[config.mk]
export PLATFORM = sky130hd
export DESIGN_NAME = pin_stretch
export DESIGN_NICKNAME = d
export VERILOG_FILES = /design/src/rtl/pin_stretch_pkg.sv /design/src/rtl/pin_stretch_pend.sv /design/src/rtl/pin_stretch.sv
export SDC_FILE = /design/constraint.sdc
export NUM_CORES = 1
export LEC_CHECK = 0
export CORE_ASPECT_RATIO = 0.75
export CORE_MARGIN = 8
export CORE_UTILIZATION = 45
export CTS_BUF_LIST = sky130_fd_sc_hd__clkbuf_8 sky130_fd_sc_hd__clkbuf_16
export DETAILED_ROUTE_END_ITERATION = 16
export MAX_ROUTING_LAYER = met4
export PLACE_DENSITY = 0.62
export RECOVER_POWER = 50
export SLEW_MARGIN = 15
export SYNTH_ARGS = -nofsm -noshare
export SYNTH_HDL_FRONTEND = slang
export SYNTH_SLANG_ARGS = --single-unit
export TNS_END_PERCENT = 30
[constraint.sdc]
create_clock -name sys_clk -period 3.85 [get_ports sys_clk]
set_clock_uncertainty 0.2 [all_clocks]
set_input_delay 0.9625 -clock sys_clk [delete_from_list [all_inputs] [get_ports sys_clk]]
set_output_delay 0.9625 -clock sys_clk [all_outputs]
set_load 0.03 [all_outputs]
[src/rtl/pin_stretch_pkg.sv]
// pin_stretch_pkg: shared state encoding and default pulse timing matching the key debouncer window
package pin_stretch_pkg;
  localparam logic [1:0] ST_IDLE = 2'd0;
  localparam logic [1:0] ST_HIGH = 2'd1;
  localparam logic [1:0] ST_GAP  = 2'd2;
  typedef enum logic [1:0] {IDLE = ST_IDLE, HIGH = ST_HIGH, GAP = ST_GAP} state_t;
  localparam int DEF_HIGH_CYC = 240000;
  localparam int DEF_GAP_CYC  = 240000;
endpackage

[src/rtl/pin_stretch_pend.sv]
// pend_counter: saturating up/down request counter with sticky overflow flag
module pend_counter #(
  parameter int MAX = 3,
  parameter int W   = 2
)(
  input  logic         sys_clk,
  input  logic         sys_rst,
  input  logic         inc,
  input  logic         dec,
  input  logic         clr_ovf,
  output logic [W-1:0] cnt,
  output logic         ovf
);
  logic full;
  assign full = cnt == W'(MAX);
  // simultaneous inc/dec nets out; an increment into a full counter is dropped and flagged
  always_ff @(posedge sys_clk)
    if (sys_rst) begin
      cnt <= '0;
      ovf <= 1'b0;
    end else begin
      cnt <= (inc && !dec && !full) ? cnt + 1'b1 : (dec && !inc) ? cnt - 1'b1 : cnt;
      ovf <= (inc && !dec && full) || (ovf && !clr_ovf);
    end
endmodule

[src/rtl/pin_stretch.sv]
// pin_stretch: stretches request pulses to HIGH_CYC high / GAP_CYC low on a pin; request queue enabled by PIN_STRETCH_QUEUE_EN
module pin_stretch
  import pin_stretch_pkg::*;
#(
  parameter int HIGH_CYC = DEF_HIGH_CYC,
  parameter int GAP_CYC  = DEF_GAP_CYC,
  parameter int BITS     = 20,
  parameter int MAX_PEND = 3,
  parameter int PBITS    = 2
)(
  input  logic             sys_clk,
  input  logic             sys_rst,
  input  logic             req_i,
  input  logic             clr_ovf_i,
  output logic             pin_o,
  output logic             busy_o,
  output logic [PBITS-1:0] pend_o,
  output logic             ovf_o
);
  state_t state, state_n;
  logic [BITS-1:0] cnt;
  logic hi_done, gap_done, busy, restart;
  if (MAX_PEND < 1 || MAX_PEND >= (1 << PBITS)) begin : g_bad_pend
    $error("pin_stretch: PBITS cannot hold MAX_PEND");
  end
  assign busy     = state != IDLE;
  assign hi_done  = state == HIGH && cnt == BITS'(HIGH_CYC - 1);
  assign gap_done = state == GAP && cnt == BITS'(GAP_CYC - 1);
`ifdef PIN_STRETCH_QUEUE_EN
  logic pend_nz;
  assign pend_nz = pend_o != '0;
  assign restart = pend_nz || req_i;
  pend_counter #(.MAX(MAX_PEND), .W(PBITS)) u_pend (
    .sys_clk (sys_clk),
    .sys_rst (sys_rst),
    .inc     (req_i && busy && !(gap_done && !pend_nz)),
    .dec     (gap_done && pend_nz),
    .clr_ovf (clr_ovf_i),
    .cnt     (pend_o),
    .ovf     (ovf_o)
  );
`else
  assign restart = 1'b0;
  assign pend_o  = '0;
  // without a queue every request seen while busy is lost
  always_ff @(posedge sys_clk)
    if (sys_rst) ovf_o <= 1'b0;
    else ovf_o <= (req_i && busy) || (ovf_o && !clr_ovf_i);
`endif
  // next state: idle waits for a request, high and gap run their hold windows
  always_comb begin
    state_n = state == IDLE ? (req_i ? HIGH : IDLE) :
              state == HIGH ? (hi_done ? GAP : HIGH) :
              gap_done ? (restart ? HIGH : IDLE) : GAP;
  end
  // state, hold counter (cleared on every state entry) and registered pin drive
  always_ff @(posedge sys_clk)
    if (sys_rst) begin
      state  <= IDLE;
      cnt    <= '0;
      pin_o  <= 1'b0;
      busy_o <= 1'b0;
    end else begin
      state  <= state_n;
      cnt    <= (state_n != state || state == IDLE) ? '0 : cnt + 1'b1;
      pin_o  <= state_n == HIGH;
      busy_o <= state_n != IDLE;
    end
endmodule

After elaboration in Yosys (flattened, before gate mapping)
Cells that the tools add are included.
W data, S select, Z words.
- register bits after elaboration: 25
- output and inout bits: 5
- word-level logic and storage cells: 27
- $add $sub $neg: 1
- eq/ne operators: 5
- muxes and demuxes: 5
- reduce and logical (&&, ||, !) cells: 11
- operators with widths (cell ; number):
    $add A20 B1 Y20 const B ; 1
    $eq A20 B18 Y1 const B ; 1
    $mux W2 ; 4
    $eq A2 B1 Y1 const B ; 2
    $logic_and A1 B1 Y1 ; 4
    $reduce_bool A2 Y1 ; 2
    $eq A2 B2 Y1 const B ; 1
    $logic_not A2 Y1 ; 1
    $logic_or A1 B1 Y1 ; 2
    $ne A2 B2 Y1 ; 1
    $reduce_or A2 Y1 ; 1
    $logic_not A1 Y1 ; 1
    $mux W1 ; 1

Depth between registers and ports, before layout
- depth after elaboration: 8
- mapped depth: 7

Worst setup path after synthesis
OpenSTA, ideal clock, no wires.
- path type: register -> register
- start point: register cnt[0]
- end point: register cnt[10]
- setup time: 115 ps
- arrival: 1561 ps
- required time: 3535 ps
- slack: 1974 ps
- stages on the path, launching flop included: 8
- path buffers: 2
- cells stage by stage: dfxtp_1 -> ha_1 -> nand4_4 -> or2_0 -> clkbuf_2 -> o21ai_4 -> buf_6 -> nor2_1
- cells in the longest elaborated chain, start to end: 8
- elaborated cells between the ends (all ways): 11
- classes of those cells: add/sub (1); eq/ne (2); mux (4); reduce/logical (4)
- ends and longest elaborated chain (what ; RTL line ; text):
    start: declaration ; pin_stretch.sv:21 ; logic [BITS-1:0] cnt;
    start signal: assignment ; pin_stretch.sv:65 ; cnt <= (state_n != state || state == IDLE) ? '0 : cnt + 1'b1;
    $eq A20 B18 Y1 ; pin_stretch.sv:27, pin_stretch.sv:28 ;
    $logic_and A1 B1 Y1, on equally long branches ; pin_stretch.sv:27, pin_stretch.sv:28 ;
    $mux W2, on equally long branches ; pin_stretch.sv:53, pin_stretch.sv:54 ;
    $mux W2 ; pin_stretch.sv:53 ; state == HIGH ? (hi_done ? GAP : HIGH) :
    $mux W2 ; pin_stretch.sv:52 ; state_n = state == IDLE ? (req_i ? HIGH : IDLE) :
    $ne A2 B2 Y1 ; pin_stretch.sv:65 ;
    $logic_or A1 B1 Y1 ; pin_stretch.sv:65 ;
    $reduce_or A2 Y1 (no source line) ; n/a ;
Parallel ways exist; a longest one is shown, timed or not.
A chain may end at the register's enable or synchronous reset.

Final worst setup path
- start point: register cnt[0]
- end point: register cnt[4]
The elaborated chain is that of the path after synthesis.

==> metrics.txt <==
Crit Path Class reg -> reg; top cell type's share of synthesized area 43.0%; NetSw 96.7 uW; Area Growth Syn to Fin 7.96%; grt total ovfl 0; Area contributors post-synth dfxtp_1 43%, xnor2_1 11%, nor2_1 8.7%; antenna cells 0; hold crit path type reg -> reg; HPWL Detailed 1610 um; via/cell ratio 5.12; gpl congestion 0.757; clk slew on worst S/H paths 0.08 ns; Avg WL per Cell 12.5 um; via count 880; FP Rows 16; max incr delay on CP 0.93 ns; RSZ-0062 raised after global routing no; post-synthesis instance area 0.00116 mm^2; vias in the first global route 764; CTS tree built; max frequency 358 MHz; Post-CTS Setup Inserts 0; dpl cells 168; worst endpoint data arrival time 2.70 ns; VDD IR max 0.262 mV; DRT iter0 DRCs 51; worst-case clock buffer depth 2; Final Hold Fails 0; die area 0.00449 mm^2; layout cells sized above 1 3.68%; initial antenna violation count 0; nets 142; cts hold-fix bufs 0; area of the multi-input gates 587 um^2; global-route wire length before repair 3650 um; Syn Inst Count 130; register area share after synthesis 43.0%; CP required 3.76 ns; Synth area leader dfxtp_1; status completed; relative max-transition margin 23.3%; CP Max Fanout 17; initial core utilization 45.8%; IO Port Bufs 6; critical path cell sequence ha_1 -> nand4_1 -> or2_0 -> o21ai_1 -> nor2_1; root buf cell clkbuf_8; Max Cap Violations 0; register area 500 um^2; Primary FF master, synth dfxtp_1; crit path time final 2.79 ns; final-report setup violation count 0; Fillers 262; part of the power in registers 60.4%; largest net degree at the start of global routing 18; Syn Area/Cell 8.95 um^2; Hold Slack 0.288 ns; Max Transition Viols Final 0; Post-Layout Cell Count 172; width of the chip 74.7 um; GRT Total Usage 10.7%; commonest cells after routing, fill and taps aside 27 x nor2_1, 25 x dfxtp_1, 14 x xnor2_1; CP Launch Type register; Cell variety after synth 35; DRC Markers 0; switching share of power 22.0%; asr flop ratio synth 0%; Final Cycle Share 72.6%; antenna viol nets, final 0; Slowest cell on crit path o21ai_1; pwr dens 349 mW/mm^2; CTS Sinks 25; CP Capture Type register; Yosys warning count 0; Int Pwr 342 uW; worst skew pair latency 0.26 ns; utilization after layout 49.4%; total power 439 uW; first drt pass iteration count 4; Clock Power Share 34.3%; final WL 2150 um; number of enable flip-flop cells after synthesis 0; Post-CTS Resized 0; Worst Tran Pin Value 1.14 ns; Pleak 0.363 nW; leading cell type in the layout, fill and taps excluded nor2_1; number of CTS-inserted buffers 3; Die Ht 60.0 um; setup TNS 0 ns; combinational share of power 5.3%; Core ar. 0.00254 mm^2; Seq cells post-synth 25; IO Count 9; H-tree lvl count 1
-- cells by family after synthesis --
family / Yosys count / share of synthesized area (%)
AOI/OAI and AO/OA: 13 / 8.39
other: 1 / 0.322
buffers and inverters: 10 / 4.62
DFF: 25 / 43.0
xor gates and xnor gates: 16 / 12.0
and+or+nand+nor: 64 / 30.5
adders and majority gates: 1 / 1.08
-- layer usage --
metal / track usage (%) / wire length (um)
met2: 15.5 / 982
met4: 2.50 / 11
met3: 3.52 / 97
met5: - / 0
met1: 13.9 / 1060
-- final cells by class --
class                           instances  area share (%)
Clock buffer                            3            3.29
Clock inverter                          1           0.299
Inverter                                5            1.49
Multi-Input combinational cell         96            46.7
Tap cell                               36            3.59
Sequential cell                        25            39.8
Timing Repair Buffer                    6            4.78
-- synth_stat cells, types with 2 or more instances --
cell type,n
nor2_1,27
nor4_1,6
dfxtp_1,25
a21oi_1,3
inv_1,5
xor2_1,2
nor3_1,5
nand4_1,4
nand2_1,4
xnor2_1,14
buf_4,2
a2111oi_0,2
o21ai_0,3
nor4b_1,2
nand3_1,6
-- registers in the layout, summed over array words and instances, names as in the netlist --
name and flops:
pin_o 1, state 2, busy_o 1, ovf_o 1, cnt 20
-- path summary, 6_finish.rpt --
path         startpoint  endpoint  slack, ns  cells after the start
min              cnt[0]    cnt[0]       0.29                      1
max reg2reg      cnt[0]    cnt[4]       1.06                      5
max              cnt[0]    cnt[4]       1.06                      5
min reg2reg      cnt[0]    cnt[0]       0.29                      1
-- through the flow --
stage	cell area, um^2	setup WS (ns)
2_1_floorplan	1170	1.97
3_3_place_gp	1240	1.46
3_5_place_dp	1240	1.34
4_1_cts	1280	1.40
5_1_grt	1260	0.736
6_report	1260	1.06
-- power by group through the flow --
stage	Sequential [mW]	Clock [mW]	Combinational [mW]
after floorplan	0.275	0	0.0132
after global placement	0.271	0	0.0245
after detailed placement	0.271	0	0.0246
after CTS	0.265	0.152	0.0248
after global routing	0.266	0.162	0.0253
final	0.265	0.150	0.0234
-- worst max-delay path, delay by kind of cell, from the launching register on --
kind,cells,cell delay (ns)
AOI/OAI and AO/OA,1,0.93
and+or+nand+nor,3,0.87
DFF,1,0.40
adders and majority gates,1,0.24
(Power assumes the default switching activity.)
